**src/rtl/msrv32_pkg.sv**
```systemverilog
// Shared definitions for the msrv32 fetch stage: NOP encoding, boot address,
// fetch FSM states and the {pc, instr} buffer entry.
package msrv32_pkg;

  localparam logic [31:0] NOP_INSTR         = 32'h0000_0013;
  localparam logic [31:0] BOOT_ADDR_DEFAULT = 32'h0000_0000;

  typedef enum logic [2:0] {
    ST_BOOT,
    ST_FETCH,
    ST_WAIT,
    ST_DRAIN,
    ST_HALT
  } fetch_state_t;

  typedef struct packed {
    logic [31:0] pc;
    logic [31:0] instr;
  } fetch_entry_t;

endpackage

```
**src/rtl/msrv32_fetch_fifo.sv**
```systemverilog
// Two-entry {pc, instr} buffer with the head held in slot0; push and pop may
// coincide, and clear overrides both.
module msrv32_fetch_fifo
  import msrv32_pkg::*;
(
  input  logic         clk,
  input  logic         rst,
  input  logic         push,
  input  logic         pop,
  input  logic         clear,
  input  fetch_entry_t din,
  output fetch_entry_t head,
  output logic [1:0]   count
);

  fetch_entry_t slot0;
  fetch_entry_t slot1;
  logic [1:0]   cnt;
  logic         pop_eff;
  logic         push_eff;

  assign pop_eff  = pop && (cnt != 2'd0);
  assign push_eff = push && ((cnt != 2'd2) || pop_eff);

  always_ff @(posedge clk) begin
    if (rst || clear) begin
      cnt <= 2'd0;
    end else begin
      cnt <= cnt + {1'b0, push_eff} - {1'b0, pop_eff};
    end
  end

  // Slot contents are not reset: cnt alone decides which slots are live.
  always_ff @(posedge clk) begin
    case (cnt)
      2'd0: begin
        if (push_eff) slot0 <= din;
      end
      2'd1: begin
        if (push_eff && pop_eff) slot0 <= din;
        else if (push_eff)       slot1 <= din;
      end
      default: begin
        if (pop_eff)  slot0 <= slot1;
        if (push_eff) slot1 <= din;
      end
    endcase
  end

  assign head  = slot0;
  assign count = cnt;

endmodule

```
**src/rtl/msrv32_fetch_unit.sv**
```systemverilog
// msrv32 instruction fetch: PC ownership, single-outstanding imem handshake,
// two-deep instruction buffer and redirect/misalignment handling.
module msrv32_fetch_unit
  import msrv32_pkg::*;
#(
  parameter logic [31:0] BOOT_ADDR = BOOT_ADDR_DEFAULT
) (
  input  logic        ms_riscv32_mp_clk_in,
  input  logic        ms_riscv32_mp_rst_in,
  output logic        imem_req_out,
  output logic [31:0] imem_addr_out,
  input  logic        imem_ready_in,
  input  logic        imem_rvalid_in,
  input  logic [31:0] imem_rdata_in,
  input  logic        redirect_in,
  input  logic [31:0] redirect_pc_in,
  input  logic        stall_in,
  output logic [31:0] instr_out,
  output logic [31:0] pc_out,
  output logic        flush_out,
  output logic        misaligned_out
);

  fetch_state_t state;
  logic         halt_pending;
  logic [31:0]  req_pc;
  logic [31:0]  last_pc;
  logic         accepted;
  logic         outstanding_after;
  logic         misaligned_target;
  logic         push;
  logic         pop;
  logic         room;
  logic [1:0]   count;
  logic [1:0]   count_next;
  fetch_entry_t head;
  fetch_entry_t din;

  assign accepted          = (state == ST_FETCH) && imem_req_out && imem_ready_in;
  assign misaligned_target = |redirect_pc_in[1:0];
  // A response landing in the redirect cycle settles the old request, so no drain is needed.
  assign outstanding_after = accepted ||
                             (((state == ST_WAIT) || (state == ST_DRAIN)) && !imem_rvalid_in);
  assign push              = (state == ST_WAIT) && imem_rvalid_in && !redirect_in;
  assign pop               = (count != 2'd0) && !stall_in;
  assign din               = {req_pc, imem_rdata_in};

  always_comb begin
    count_next = count;
    if (redirect_in)       count_next = 2'd0;
    else if (push && !pop) count_next = count + 2'd1;
    else if (!push && pop) count_next = count - 2'd1;
  end

  assign room = (count_next < 2'd2);

  msrv32_fetch_fifo u_fifo (
    .clk   (ms_riscv32_mp_clk_in),
    .rst   (ms_riscv32_mp_rst_in),
    .push  (push),
    .pop   (pop),
    .clear (redirect_in),
    .din   (din),
    .head  (head),
    .count (count)
  );

  always_ff @(posedge ms_riscv32_mp_clk_in) begin
    if (accepted) req_pc <= imem_addr_out;
  end

  always_ff @(posedge ms_riscv32_mp_clk_in) begin
    if (ms_riscv32_mp_rst_in) begin
      state          <= ST_BOOT;
      imem_req_out   <= 1'b0;
      imem_addr_out  <= BOOT_ADDR;
      misaligned_out <= 1'b0;
      halt_pending   <= 1'b0;
      last_pc        <= BOOT_ADDR;
    end else begin
      if (count != 2'd0) last_pc <= head.pc;
      if (redirect_in) begin
        if (misaligned_target) begin
          misaligned_out <= 1'b1;
          halt_pending   <= 1'b1;
          imem_req_out   <= 1'b0;
          state          <= outstanding_after ? ST_DRAIN : ST_HALT;
        end else begin
          misaligned_out <= 1'b0;
          halt_pending   <= 1'b0;
          imem_addr_out  <= redirect_pc_in;
          imem_req_out   <= !outstanding_after;
          state          <= outstanding_after ? ST_DRAIN : ST_FETCH;
        end
      end else begin
        case (state)
          ST_BOOT: begin
            state        <= ST_FETCH;
            imem_req_out <= room;
          end
          ST_FETCH: begin
            if (accepted) begin
              state         <= ST_WAIT;
              imem_req_out  <= 1'b0;
              imem_addr_out <= imem_addr_out + 32'd4;
            end else begin
              imem_req_out <= room;
            end
          end
          ST_WAIT: begin
            if (imem_rvalid_in) begin
              state        <= ST_FETCH;
              imem_req_out <= room;
            end
          end
          ST_DRAIN: begin
            if (imem_rvalid_in) begin
              state        <= halt_pending ? ST_HALT : ST_FETCH;
              imem_req_out <= !halt_pending && room;
            end
          end
          ST_HALT: begin
            imem_req_out <= 1'b0;
          end
          default: begin
            state        <= ST_BOOT;
            imem_req_out <= 1'b0;
          end
        endcase
      end
    end
  end

  assign flush_out = (count == 2'd0);
  assign instr_out = flush_out ? NOP_INSTR : head.instr;
  assign pc_out    = flush_out ? last_pc : head.pc;

endmodule

```
**config.mk**
```make
export PLATFORM = sky130hd
export DESIGN_NAME = msrv32_fetch_unit
export DESIGN_NICKNAME = d
export VERILOG_FILES = /design/src/rtl/msrv32_pkg.sv /design/src/rtl/msrv32_fetch_fifo.sv /design/src/rtl/msrv32_fetch_unit.sv
export SDC_FILE = /design/constraint.sdc
export NUM_CORES = 1
export LEC_CHECK = 0
export ABC_AREA = 1
export BUFFER_PORTS_ARGS = -buffer_cell sky130_fd_sc_hd__buf_2
export CAP_MARGIN = 40
export CORE_MARGIN = 8
export CORE_UTILIZATION = 39
export CTS_CLUSTER_SIZE = 10
export DETAILED_ROUTE_END_ITERATION = 10
export MAX_ROUTING_LAYER = met4
export SLEW_MARGIN = 10
export SYNTH_ARGS = -nofsm -noshare
export SYNTH_HDL_FRONTEND = slang
export SYNTH_SLANG_ARGS = --single-unit
```
**constraint.sdc**
```tcl
create_clock -name ms_riscv32_mp_clk_in -period 16.3 [get_ports ms_riscv32_mp_clk_in]
set_input_delay 0.815 -clock ms_riscv32_mp_clk_in [delete_from_list [all_inputs] [get_ports ms_riscv32_mp_clk_in]]
set_output_delay 0.815 -clock ms_riscv32_mp_clk_in [all_outputs]
set_load 0.005 [all_outputs]
```
## Word-level counts from Yosys, hierarchy flattened

Index checks and enable logic that the tools add are counted.

- Register bits after elaboration: 231
- Bits of input ports: 70
- Output and inout port bits: 99
- Word-level logic and storage cells: 99

- $add $sub $neg: 5
- $lt $le $gt $ge: 1
- Eq/ne operators: 14
- Multiplexer cells: 32
- Bitwise operators: 1
- Reductions and logical operators: 35

Operators with widths:

| kind | number |
|---|---|
| $mux W64 | 5 |
| $pmux W64 S2 | 2 |
| $mux W32 | 6 |
| $add A32 B3 Y32 const B | 1 |
| $mux W3 | 7 |
| $pmux W3 S5 | 1 |
| $logic_and A1 B1 Y1 | 12 |
| $ne A3 B3 Y1 const B | 3 |
| $mux W2 | 4 |
| $ne A2 B2 Y1 const B | 4 |
| $logic_not A1 Y1 | 7 |
| $eq A3 B2 Y1 const B | 2 |
| $mux W1 | 6 |
| $reduce_and A3 Y1 | 2 |
| $reduce_bool A2 Y1 | 3 |
| $logic_or A1 B1 Y1 | 4 |
| $ne A2 B1 Y1 const B | 2 |
| $pmux W1 S4 | 1 |
| $reduce_and A2 Y1 | 2 |
| $reduce_and A4 Y1 | 1 |
| $eq A3 B1 Y1 const B | 1 |
| $eq A3 B3 Y1 const B | 1 |
| $logic_not A3 Y1 | 1 |
| $reduce_bool A3 Y1 | 1 |
| other kinds (9) | 9 |

## Longest topological paths before layout

- Word-level depth: 13
- Gate-level depth with buffers: 10
- Depth with buffers taken out: 10

## By module

Synthesis repeated with hierarchy kept, for this count alone.

- Cells, all modules: 1109
- Area, all modules: 9979.6 sq um

By module, submodules not included:

| module | times used | cells an instance | area an instance (sq um) | seq. area each (sq um) |
|---|---|---|---|---|
| msrv32_fetch_unit | 1 | 748 | 5124.9 | 2342.2 |
| msrv32_fetch_fifo | 1 | 361 | 4854.7 | 3883.7 |

## Worst setup path before layout

OpenSTA, ideal clock, no wires.

- Path kind: input to register
- Start: input redirect_in
- End: register u_fifo.slot1[0] (netlist name) (enable)
- Library setup time: 0.602 ns
- Arrival time: 6.130 ns
- Data required time: 15.698 ns
- Setup slack: 9.568 ns
- Stages on the path: 5
- Path buffers: 0
- Cells stage by stage: inv_2 -> nand2_1 -> nor2_2 -> nand2_1 -> a311oi_1

- Longest elaborated chain between the ends: 6

RTL lines:

| element | RTL line | source |
|---|---|---|
| start: declaration | msrv32_fetch_unit.sv:15 | `input logic redirect_in,` |
| $logic_not A1 Y1 | msrv32_fetch_unit.sv:44 | `assign push = (state == ST_WAIT) && imem_rvalid_in && !redirect_in;` |
| $logic_and A1 B1 Y1 | msrv32_fetch_unit.sv:44 |  |
| $logic_and A1 B1 Y1 | msrv32_fetch_fifo.sv:23 | `assign push_eff = push && ((cnt != 2'd2) \|\| pop_eff);` |
| $logic_and A1 B1 Y1 | msrv32_fetch_fifo.sv:40 | `if (push_eff && pop_eff) slot0 <= din;` |
| $ne A2 B2 Y1 (no source line) | -- |  |
| $reduce_and A2 Y1 (no source line) | -- |  |
| end signal: assignment | msrv32_fetch_fifo.sv:41 | `else if (push_eff) slot1 <= din;` |
| end signal: assignment | msrv32_fetch_fifo.sv:45 | `if (push_eff) slot1 <= din;` |
| end: declaration | msrv32_fetch_fifo.sv:17 | `fetch_entry_t slot1;` |

Every way passes these cells.
A chain may end at the register's enable or synchronous reset.

## Worst setup path in the final report

- Start: register u_fifo.cnt[1] (netlist: u_fifo.count[1])
- End: output pc_out[30]

- Longest elaborated chain between the ends: 2

RTL lines:

| element | RTL line | source |
|---|---|---|
| start: declaration | msrv32_fetch_fifo.sv:18 | `logic [1:0] cnt;` |
| start signal: assignment | msrv32_fetch_fifo.sv:29 | `cnt <= cnt + {1'b0, push_eff} - {1'b0, pop_eff};` |
| $logic_not A2 Y1 | msrv32_fetch_unit.sv:134 | `assign flush_out = (count == 2'd0);` |
| $mux W32 | msrv32_fetch_unit.sv:136 | `assign pc_out = flush_out ? last_pc : head.pc;` |
| end: declaration | msrv32_fetch_unit.sv:19 | `output logic [31:0] pc_out,` |

Every way passes these cells.

==> out/results.txt <==
Post-DP HPWL: 15900 µm
Share of cells above drive strength 1: 0.268
Required time of the critical path: 15.49 ns
Max clock buf depth: 3
Hold slack final: 0.449 ns
DRT iter0 DRCs: 487
Hold Fails Final Rpt: 0
Pre-antenna DRT Iters: 5
Initial antenna violation count: 0
CTS resizes: 0
Layout Area Growth over Synthesis: 20.2%
CTS Hold Bufs: 0
Number of global-route vias before repair: 6970
Slew @ Worst Pin: 0.856 ns
Final number of setup-violating endpoints: 0
Maxcap violations: 0
Synthesized Nets: 1032
Worst skew pair latency: 0.51 ns
Syn Inst Count: 956
Vias/cell: 4.76
Crit Path Class: flop to output port
Setup crit end kind: output port
Lkg Pwr: 4.64 nW
Fin. max-slew vios: 0
Fin crit period: 3.50 ns
Grt ovf: 0
Cell row count: 58
Setup TNS: 0 ns
Overall routing resource usage: 0.150
Min-delay src: req_pc[5]
Cell at the root of the clock tree: clkbuf_16
Hold Crit Class: flop to flop
RSZ-0062 raised after global routing: no
Critical path's slowest cell: buf_4
Die W: 175 µm
IO Pins: 169
Nature of the critical path startpoint: flop
Register area share after synthesis: 0.631
Syn Area/Cell: 10.3 µm²
Achievable Freq: 286 MHz
Final WL: 22900 µm
Worst vdd ir: 56.4 µV
Routed WL per cell: 15.6 µm
Setup Skew: 0.00884 ns
Post-synthesis cell type count: 36
Clock sinks: 231
Die span in y: 175 µm
Reg clk slew, reported paths: 0.05 ns
DR vias: 7013
First-pass GRT wire length: 36500 µm
Worst path arrival time: 2.69 ns
Synth area leader: edfxtp_1
Max H-tree Level: 1
Inserted Diodes: 0
Largest cells by area after synthesis: edfxtp_1 (49%), dfxtp_1 (14%), nand2_1 (9.7%)
Ratio of total power to cell area: 103 nW/µm²
Worst setup path startpoint: u_fifo.count[1]
Initial core utilization: 0.394
Slowest cell delay on critical path: 0.57 ns
Net count, final: 1200
Period utilization: 0.215
Core ar.: 25000 µm²
Yosys warnings: 0
Die ar.: 30700 µm²
Max-slew headroom: 0.429
Final ANT Viol Nets: 0
Yosys reg bits: 231
Cts bufs inserted: 27
Input/output buffers: 168
DRC violations left: 0
Post-Syn Area: 9870 µm²
CTS tree: done
Top cell type's share of synthesized area: 0.487
Setup bufs post-CTS: 0
Reg2reg start: u_fifo.count[1]
GP Congestion: 0.870
Run status: complete, no violations
Pin count of the biggest net entering global routing: 70
Critical path fanouts, max: 69
Sequence of cells on the critical path: inv_1 > ha_2 > buf_4 > inv_1 > buf_16 > nand2_1 > nand2_1 > buf_2
==> metal layers <==
| metal | routed length (µm) | part of all wire | vias up | global-route usage |
|---|---|---|---|---|
| li1 | - | - | 3546 | - |
| met1 | 10900 | 0.47 | 3240 | 0.197 |
| met2 | 10300 | 0.45 | 198 | 0.231 |
| met3 | 1390 | 0.060 | 29 | 0.0313 |
| met4 | 371 | 0.016 | 0 | 0.0406 |
| met5 | 0 | 0 | - | - |
==> power by group <==
group / internal (mW) / switching [mW] / total (mW)
Sequential: 0.630 / 0.00799 / 0.638
Combinational: 0.0198 / 0.0265 / 0.0463
Clock: 0.317 / 0.215 / 0.532
Total: 0.967 / 0.249 / 1.22
==> registers in the layout, indices dropped and copies added (netlist names) <==
register / cells
halt_pending: 1
u_fifo.head: 64
imem_req_out: 1
u_fifo.slot1: 64
state: 3
last_pc: 32
imem_addr_out: 32
u_fifo.count: 2
req_pc: 32
==> final timing paths <==
kind                      endpoint  slack, ns  cells past startpoint
hold / removal    u_fifo.slot1[37]       0.45                      0
hold reg to reg   u_fifo.slot1[37]       0.45                      0
setup / recovery        pc_out[30]      12.80                      8
setup reg to reg  u_fifo.slot1[58]      12.88                     10
==> cell usage after synthesis (all sizes together) <==
library cell / n
nor2: 109
nor3: 5
o21ai: 21
xnor2: 3
a31oi: 2
mux2: 64
o22ai: 2
nand3b: 2
ha: 6
o211ai: 1
clkinv: 1
or2: 5
inv: 79
a21oi: 68
a311oi: 1
dfxtp: 71
buf: 20
clkbuf: 17
a221oi: 1
edfxtp: 160
nand3: 47
nand4: 5
a211oi: 2
o31ai: 1
nand2: 263
==> per-stage QoR <==
step                instance area (µm²)  setup WS, ns   util  total power [mW]  std cells
floorplan                          9870          9.57      -             0.675        956
global placement                  11000         12.00  0.440             0.697       1422
detailed placement                11100         12.30  0.443             0.697       1425
CTS                               11900         12.69  0.474              1.23       1474
global route                      11900         12.51  0.474              1.26       1474
finish                            11900         12.80  0.474              1.22       1474
==> cell usage in the layout (no fill, tap or decap), types with 6 or more instances in the layout <==
master,netlist,final
clkbuf_1,17,19
nor2_2,8,8
nor2_1,97,96
edfxtp_1,160,160
nand2_1,256,256
a21oi_1,68,68
clkbuf_16,0,27
mux2_2,64,64
nand3_1,44,44
inv_2,6,6
nand2_2,6,6
o21ai_0,19,19
dfxtp_1,71,71
buf_2,12,168
inv_1,73,73
==> critical path, delay by kind of cell (launching register included) <==
family | cells | cell delay [ns]
buffers and inverters | 5 | 1.49
DFF | 1 | 0.33
adders and majority gates | 1 | 0.17
and+or+nand+nor | 2 | 0.17
==> cell type report <==
class	instances	area [µm²]
timing repair buffer	176	941
sequential	231	6230
tap	330	413
clock buffer	48	774
multi-input combinational	608	3210
fill	2359	13200
inverter	80	300
clock inverter	1	3.75
==> kinds of logic after synthesis <==
kind of cell	count (synthesis)	share of synthesized area
AO/OA/AOI/OAI	99	0.0529
XOR/XNOR	3	0.00266
adder cells (fa/ha/maj)	6	0.00760
buffers and inverters	117	0.0487
flip-flops	231	0.631
multiplexers	64	0.0730
AND/OR/NAND/NOR	436	0.185
(Power assumes the default switching activity.)
